[src/rtl/cp0_ctrl.sv]
// -----------------------------------------------------------------------------
// cp0_ctrl -- MIPS-style coprocessor 0: SR, Cause, EPC and PRId, plus the
// exception / interrupt request logic that redirects the pipeline.
//
// Ports
//   clk        : single clock, all state updates on the rising edge
//   reset      : synchronous, active-high reset
//   A1         : mfc0 read register number
//   A2         : mtc0 write register number
//   DIn        : mtc0 write data
//   we         : mtc0 write enable (M stage)
//   VPC        : PC of the M-stage instruction (the victim)
//   BDIn       : victim sits in a branch delay slot
//   ExcCodeIn  : synchronous exception code from the M stage, 0 = none
//   HWInt      : hardware interrupt lines, level-sensitive
//   EXLClr     : eret in the M stage
//   DOut       : mfc0 read data, combinational from A1
//   EPCOut     : current EPC, to the next-PC logic
//   Req        : exception/interrupt request; next-PC forces the handler
//                address and the pipeline flushes
// -----------------------------------------------------------------------------
module cp0_ctrl (
    input  logic        clk,
    input  logic        reset,
    input  logic [4:0]  A1,
    input  logic [4:0]  A2,
    input  logic [31:0] DIn,
    input  logic        we,
    input  logic [31:0] VPC,
    input  logic        BDIn,
    input  logic [4:0]  ExcCodeIn,
    input  logic [5:0]  HWInt,
    input  logic        EXLClr,
    output logic [31:0] DOut,
    output logic [31:0] EPCOut,
    output logic        Req
);

    localparam logic [4:0]  REG_SR    = 5'd12;
    localparam logic [4:0]  REG_CAUSE = 5'd13;
    localparam logic [4:0]  REG_EPC   = 5'd14;
    localparam logic [4:0]  REG_PRID  = 5'd15;
    localparam logic [31:0] PRID_VAL  = 32'h2021_0B0B;

    // Architectural state: only the implemented fields are stored.
    logic [5:0]  sr_im;
    logic        sr_exl;
    logic        sr_ie;
    logic        cause_bd;
    logic [5:0]  cause_ip;
    logic [4:0]  cause_exc;
    logic [31:0] epc;

    // Next-state values.
    logic [5:0]  sr_im_nxt;
    logic        sr_exl_nxt;
    logic        sr_ie_nxt;
    logic        cause_bd_nxt;
    logic [4:0]  cause_exc_nxt;
    logic [31:0] epc_nxt;

    logic        int_req;
    logic        exc_req;
    logic [31:0] epc_victim;
    logic [31:0] sr_word;
    logic [31:0] cause_word;

    // -------------------------------------------------------------------------
    // Request logic. Everything is combinational so the flush happens in the
    // same cycle the victim is in M. EXL=1 masks both sources (no nesting).
    // -------------------------------------------------------------------------
    always_comb begin
        int_req = (|(HWInt & sr_im)) & sr_ie & ~sr_exl;
        exc_req = (ExcCodeIn != 5'd0) & ~sr_exl;
        Req     = int_req | exc_req;
    end

    // Restart address of the victim: a delay-slot victim restarts at its
    // branch. The subtraction wraps modulo 2^32 and the word-align mask is
    // applied after it, so VPC=0 in a delay slot yields 0xFFFF_FFFC.
    always_comb begin
        epc_victim = (BDIn ? (VPC - 32'd4) : VPC) & 32'hFFFF_FFFC;
    end

    // -------------------------------------------------------------------------
    // Next-state logic. Priority for every field: Req > EXLClr > mtc0.
    // A Req cancels the victim's own mtc0, so the write is dropped entirely.
    // -------------------------------------------------------------------------
    always_comb begin
        // NOTE: every output of this block is given a default first, so no
        // path leaves a variable unassigned and no latch is inferred.
        sr_im_nxt     = sr_im;
        sr_exl_nxt    = sr_exl;
        sr_ie_nxt     = sr_ie;
        cause_bd_nxt  = cause_bd;
        cause_exc_nxt = cause_exc;
        epc_nxt       = epc;

        if (Req) begin
            sr_exl_nxt    = 1'b1;
            cause_bd_nxt  = BDIn;
            // Interrupts win over a simultaneous synchronous exception; the
            // exception re-occurs when the victim is re-executed.
            cause_exc_nxt = int_req ? 5'd0 : ExcCodeIn;
            epc_nxt       = epc_victim;
        end else begin
            if (we) begin
                case (A2)
                    REG_SR: begin
                        sr_im_nxt  = DIn[15:10];
                        sr_exl_nxt = DIn[1];
                        sr_ie_nxt  = DIn[0];
                    end
                    REG_EPC:  epc_nxt = DIn;
                    default: ;  // Cause, PRId and unimplemented numbers ignore mtc0
                endcase
            end
            // eret overrides an EXL value written by a concurrent mtc0,
            // while the IM/IE part of that write still lands.
            if (EXLClr) begin
                sr_exl_nxt = 1'b0;
            end
        end
    end

    // -------------------------------------------------------------------------
    // State register. Reset overrides Req, EXLClr and mtc0 in the same cycle.
    // -------------------------------------------------------------------------
    always_ff @(posedge clk) begin
        // NOTE: sequential state uses non-blocking assignments so all
        // registers see pre-edge values, independent of statement order.
        if (reset) begin
            sr_im     <= 6'd0;
            sr_exl    <= 1'b0;
            sr_ie     <= 1'b0;
            cause_bd  <= 1'b0;
            cause_ip  <= 6'd0;
            cause_exc <= 5'd0;
            epc       <= 32'd0;
        end else begin
            sr_im     <= sr_im_nxt;
            sr_exl    <= sr_exl_nxt;
            sr_ie     <= sr_ie_nxt;
            cause_bd  <= cause_bd_nxt;
            // IP mirrors the raw lines every cycle, regardless of masks/EXL.
            cause_ip  <= HWInt;
            cause_exc <= cause_exc_nxt;
            epc       <= epc_nxt;
        end
    end

    // -------------------------------------------------------------------------
    // Read side. DOut shows pre-edge state only; there is no bypass from a
    // concurrent mtc0 because the pipeline stalls around CP0 hazards.
    // -------------------------------------------------------------------------
    always_comb begin
        sr_word    = {16'd0, sr_im, 8'd0, sr_exl, sr_ie};
        cause_word = {cause_bd, 15'd0, cause_ip, 3'd0, cause_exc, 2'd0};

        case (A1)
            REG_SR:    DOut = sr_word;
            REG_CAUSE: DOut = cause_word;
            REG_EPC:   DOut = epc;
            REG_PRID:  DOut = PRID_VAL;
            default:   DOut = 32'd0;
        endcase

        EPCOut = epc;
    end

endmodule

[config.mk]
export PLATFORM = sky130hd
export DESIGN_NAME = cp0_ctrl
export DESIGN_NICKNAME = d
export VERILOG_FILES = /design/src/rtl/cp0_ctrl.sv
export SDC_FILE = /design/constraint.sdc
export NUM_CORES = 1
export LEC_CHECK = 0
export CAP_MARGIN = 30
export CORE_ASPECT_RATIO = 0.5
export CORE_MARGIN = 5
export CORE_UTILIZATION = 47
export DETAILED_ROUTE_END_ITERATION = 8
export PLACE_DENSITY_LB_ADDON = 0.05
export SETUP_SLACK_MARGIN = 0.05
export SYNTH_ARGS = -nofsm -noshare
export SYNTH_HDL_FRONTEND = slang
export SYNTH_SLANG_ARGS = --single-unit
export TNS_END_PERCENT = 1
[constraint.sdc]
create_clock -name clk -period 3.1 [get_ports clk]
set_input_delay 0.31 -clock clk [delete_from_list [all_inputs] [get_ports clk]]
set_output_delay 0.31 -clock clk [all_outputs]
set_load 0.005 [all_outputs]
==> results.sh <==
export IMPL_outcome="finished clean"
export IMPL_hpwlAfterDp_mm=10.1
export IMPL_antenna_found_initial=0
export IMPL_pwr_density_cell_nw_per_um2=332
export IMPL_cp_max_fo=11
export IMPL_cts_tree="yes"
export IMPL_cts_resized=0
export IMPL_async_reset_ff_frac=0
export IMPL_syn_cell_area_um2=3680
export IMPL_tightest_slew_ns=1.09
export IMPL_r2r_cells=6
export IMPL_grt_ovfl_total=0
export IMPL_vias_per_cell=6.25
export IMPL_dr_total_vias=4342
export IMPL_yosys_warnings=0
export IMPL_worstPathArrival_ns=2.39
export IMPL_synthesis_instances=447
export IMPL_worstHoldEndpoint="cause_exc[1]"
export IMPL_fin_crit_sh=0.872
export IMPL_die_y_um=72.6
export IMPL_slowest_stage="clkdlybuf4s50_1"
export IMPL_finalSetupTns_ns=0
export IMPL_cts_setup_buffers=0
export IMPL_r2r_setup_slack_ns=1.11
export IMPL_cts_root_buf="clkbuf_16"
export IMPL_cts_max_path_buffers=2
export IMPL_hold_viol=0
export IMPL_drcViolationCount=0
export IMPL_timing_rr_end="EPCOut[11]"
export IMPL_fill_cells=655
export IMPL_ys_seq_elements=52
export IMPL_finalSetupViolations=0
export IMPL_synth_cell_types=60
export IMPL_rsz0062_at_grt="false"
export IMPL_dieArea_um2=9820
export IMPL_path_clk_slew_ns=0.07
export IMPL_clock_fmax_ghz=0.370
export IMPL_startpoint_type="primary input"
export IMPL_yosysSeqAreaShare=0.283
export IMPL_path_common_cell="clkdlybuf4s50_1"
export IMPL_worstHoldPathCells=2
export IMPL_numPortBuffers=152
export IMPL_grt_pass1_wl_mm=20.7
export IMPL_clkSinkCount=52
export IMPL_slew_viol_final=0
export IMPL_avgSynthCellArea_um2=8.24
export IMPL_crit_path_cell_trace="clkdlybuf4s50_1 > nor2b_1 > a22oi_1 > nor2_1 > clkdlybuf4s50_1"
export IMPL_hold_start="cause_exc[1]"
export IMPL_finalClockSkew_ns=0.00311
export IMPL_syn_num_nets=538
export IMPL_numCtsBuffers=5
export IMPL_first_pass_iters=5
export IMPL_ctsHoldBuffers=0
export IMPL_reg2reg_from="sr_im[5]"
export IMPL_leakage_nw=1.81
export IMPL_diodes=0
export IMPL_drt_iter0_markers=416
export IMPL_wl_per_cell_um=19.6
export IMPL_critPathMaxStageDelay_ns=0.65
export IMPL_setup_slack_ns=0.396
export IMPL_cts_max_level=2
export IMPL_vdd_drop_max_v=0.000211
export IMPL_cp_end_kind="primary output"
export IMPL_routabilityCongestion=0.860
export IMPL_track_usage=0.264
export IMPL_post_place_ws_ns=0.365
export IMPL_fp_dieW_um=135
export IMPL_ant_nets=0
export IMPL_drive_gt1_frac=0.0801
export IMPL_worstPathRequired_ns=2.79
export IMPL_clk_latency_ns=0.29
export IMPL_grt_pass1_vias=4003
export IMPL_total_power_mw=1.81
export IMPL_critical_path_class="in2out"
export IMPL_final_util=0.730
export IMPL_relSlewSlack=0.275
export IMPL_maxCapViolations=0
export IMPL_num_rows=22
export IMPL_synth_edff_count=0
export IMPL_drt_wl_total_mm=13.6
export IMPL_synthFlopType="dfxtp_1"
export IMPL_initial_utilization=0.492
export IMPL_area_growth_pct=48.3
export IMPL_min_path_type="reg2reg"
export IMPL_period_needed_ns=2.70
export IMPL_coreArea_um2=7490
export IMPL_final_nets=677
export IMPL_ios=155
export IMPL_grt_max_degree=60
## power by group
part | switching, mW | internal, mW
Combinational | 0.221 | 0.275
Sequential | 0.0401 | 0.717
Clock | 0.259 | 0.301
Total | 0.520 | 1.29
## cells by family (layout without fill, tap and decap cells)
group                      count (synthesis)  after routing  synth area share
buffers and inverters                     46            186            0.0560
xor gates and xnor gates                   6              6            0.0143
DFF                                       52             52             0.283
and+or+nand+nor                          184            184             0.310
AOI/OAI and AO/OA                        135            135             0.271
adders and majority gates                  1              1           0.00340
muxes                                     23             23            0.0625
## synthesized netlist by cell type (5+ instances only)
master	instances	share of area
nor4_1	11	0.019
o31a_1	9	0.021
and2_1	14	0.024
nor2b_1	11	0.019
a211oi_1	19	0.039
nand2b_1	15	0.025
nand4b_1	21	0.050
nand4_1	5	0.0085
or4_1	10	0.020
nor4b_1	5	0.012
or3_1	8	0.014
dfxtp_1	52	0.28
a41o_1	15	0.041
a21oi_1	18	0.024
a22oi_1	5	0.010
clkbuf_1	31	0.032
nand2_1	9	0.0092
mux2i_1	23	0.062
o31ai_1	29	0.059
a31oi_1	15	0.025
o21ai_0	7	0.0095
nand3_1	8	0.011
nor2_1	35	0.036
nor3_1	12	0.016
## state kept, by name, indices dropped and copies added (netlist names)
signal / count
sr_im: 6
sr_exl: 1
cause_bd: 1
sr_ie: 1
EPCOut: 32
cause_ip: 6
cause_exc: 5
## critical path: cells and delay by family
family	cells	cell delay [ns]
buf+inv	2	1.18
compound gates	1	0.19
simple gates	2	0.72
## final cells by class
| cell class | instances | area (µm²) | share of cell area |
|---|---|---|---|
| clock buffer | 5 | 125 | 0.0229 |
| clock inverter | 3 | 21.3 | 0.00389 |
| inverter | 5 | 18.8 | 0.00343 |
| multi-input combinational | 349 | 2450 | 0.448 |
| sequential | 52 | 1040 | 0.190 |
| tap | 108 | 135 | 0.0247 |
| timing repair buffer | 173 | 1670 | 0.306 |
## how the worst max path moves through the flow
stage                        from  slack (ns)         end
after CTS                   A1[0]        0.37     DOut[5]
after detailed placement    A1[0]        0.36     DOut[5]
final                       A1[0]        0.40     DOut[5]
after floorplan           VPC[28]        1.10  EPCOut[31]
after global placement      A1[0]        0.44     DOut[4]
after global routing        A1[0]        0.19     DOut[4]
## layer usage
layer | routed length (µm) | track usage
met1 | 6140 | 0.382
met2 | 5970 | 0.414
met3 | 1390 | 0.0537
met4 | 114 | 0.0469
met5 | 0 | 0
## through the flow
stage,hold WS (ns),cell area [µm²],std cells
2_1_floorplan,0.438,3680,447
3_3_place_gp,0.449,5320,687
3_5_place_dp,0.460,5320,687
4_1_cts,0.470,5470,695
5_1_grt,0.503,5470,695
6_report,0.466,5470,695
## cells in the final DEF (no fill, tap or decap), types with 11 or more instances in the layout
master           instances
nor4_1                  11
clkdlybuf4s50_1        151
a31oi_1                 15
a21oi_1                 18
a41o_1                  15
nor3_1                  11
nand4b_1                21
nor2b_1                 11
dfxtp_1                 52
nand2b_1                15
a211oi_1                19
nor2_1                  35
buf_4                   21
and2_1                  14
o31ai_1                 29
mux2i_1                 23
(Power assumes the default switching activity.)
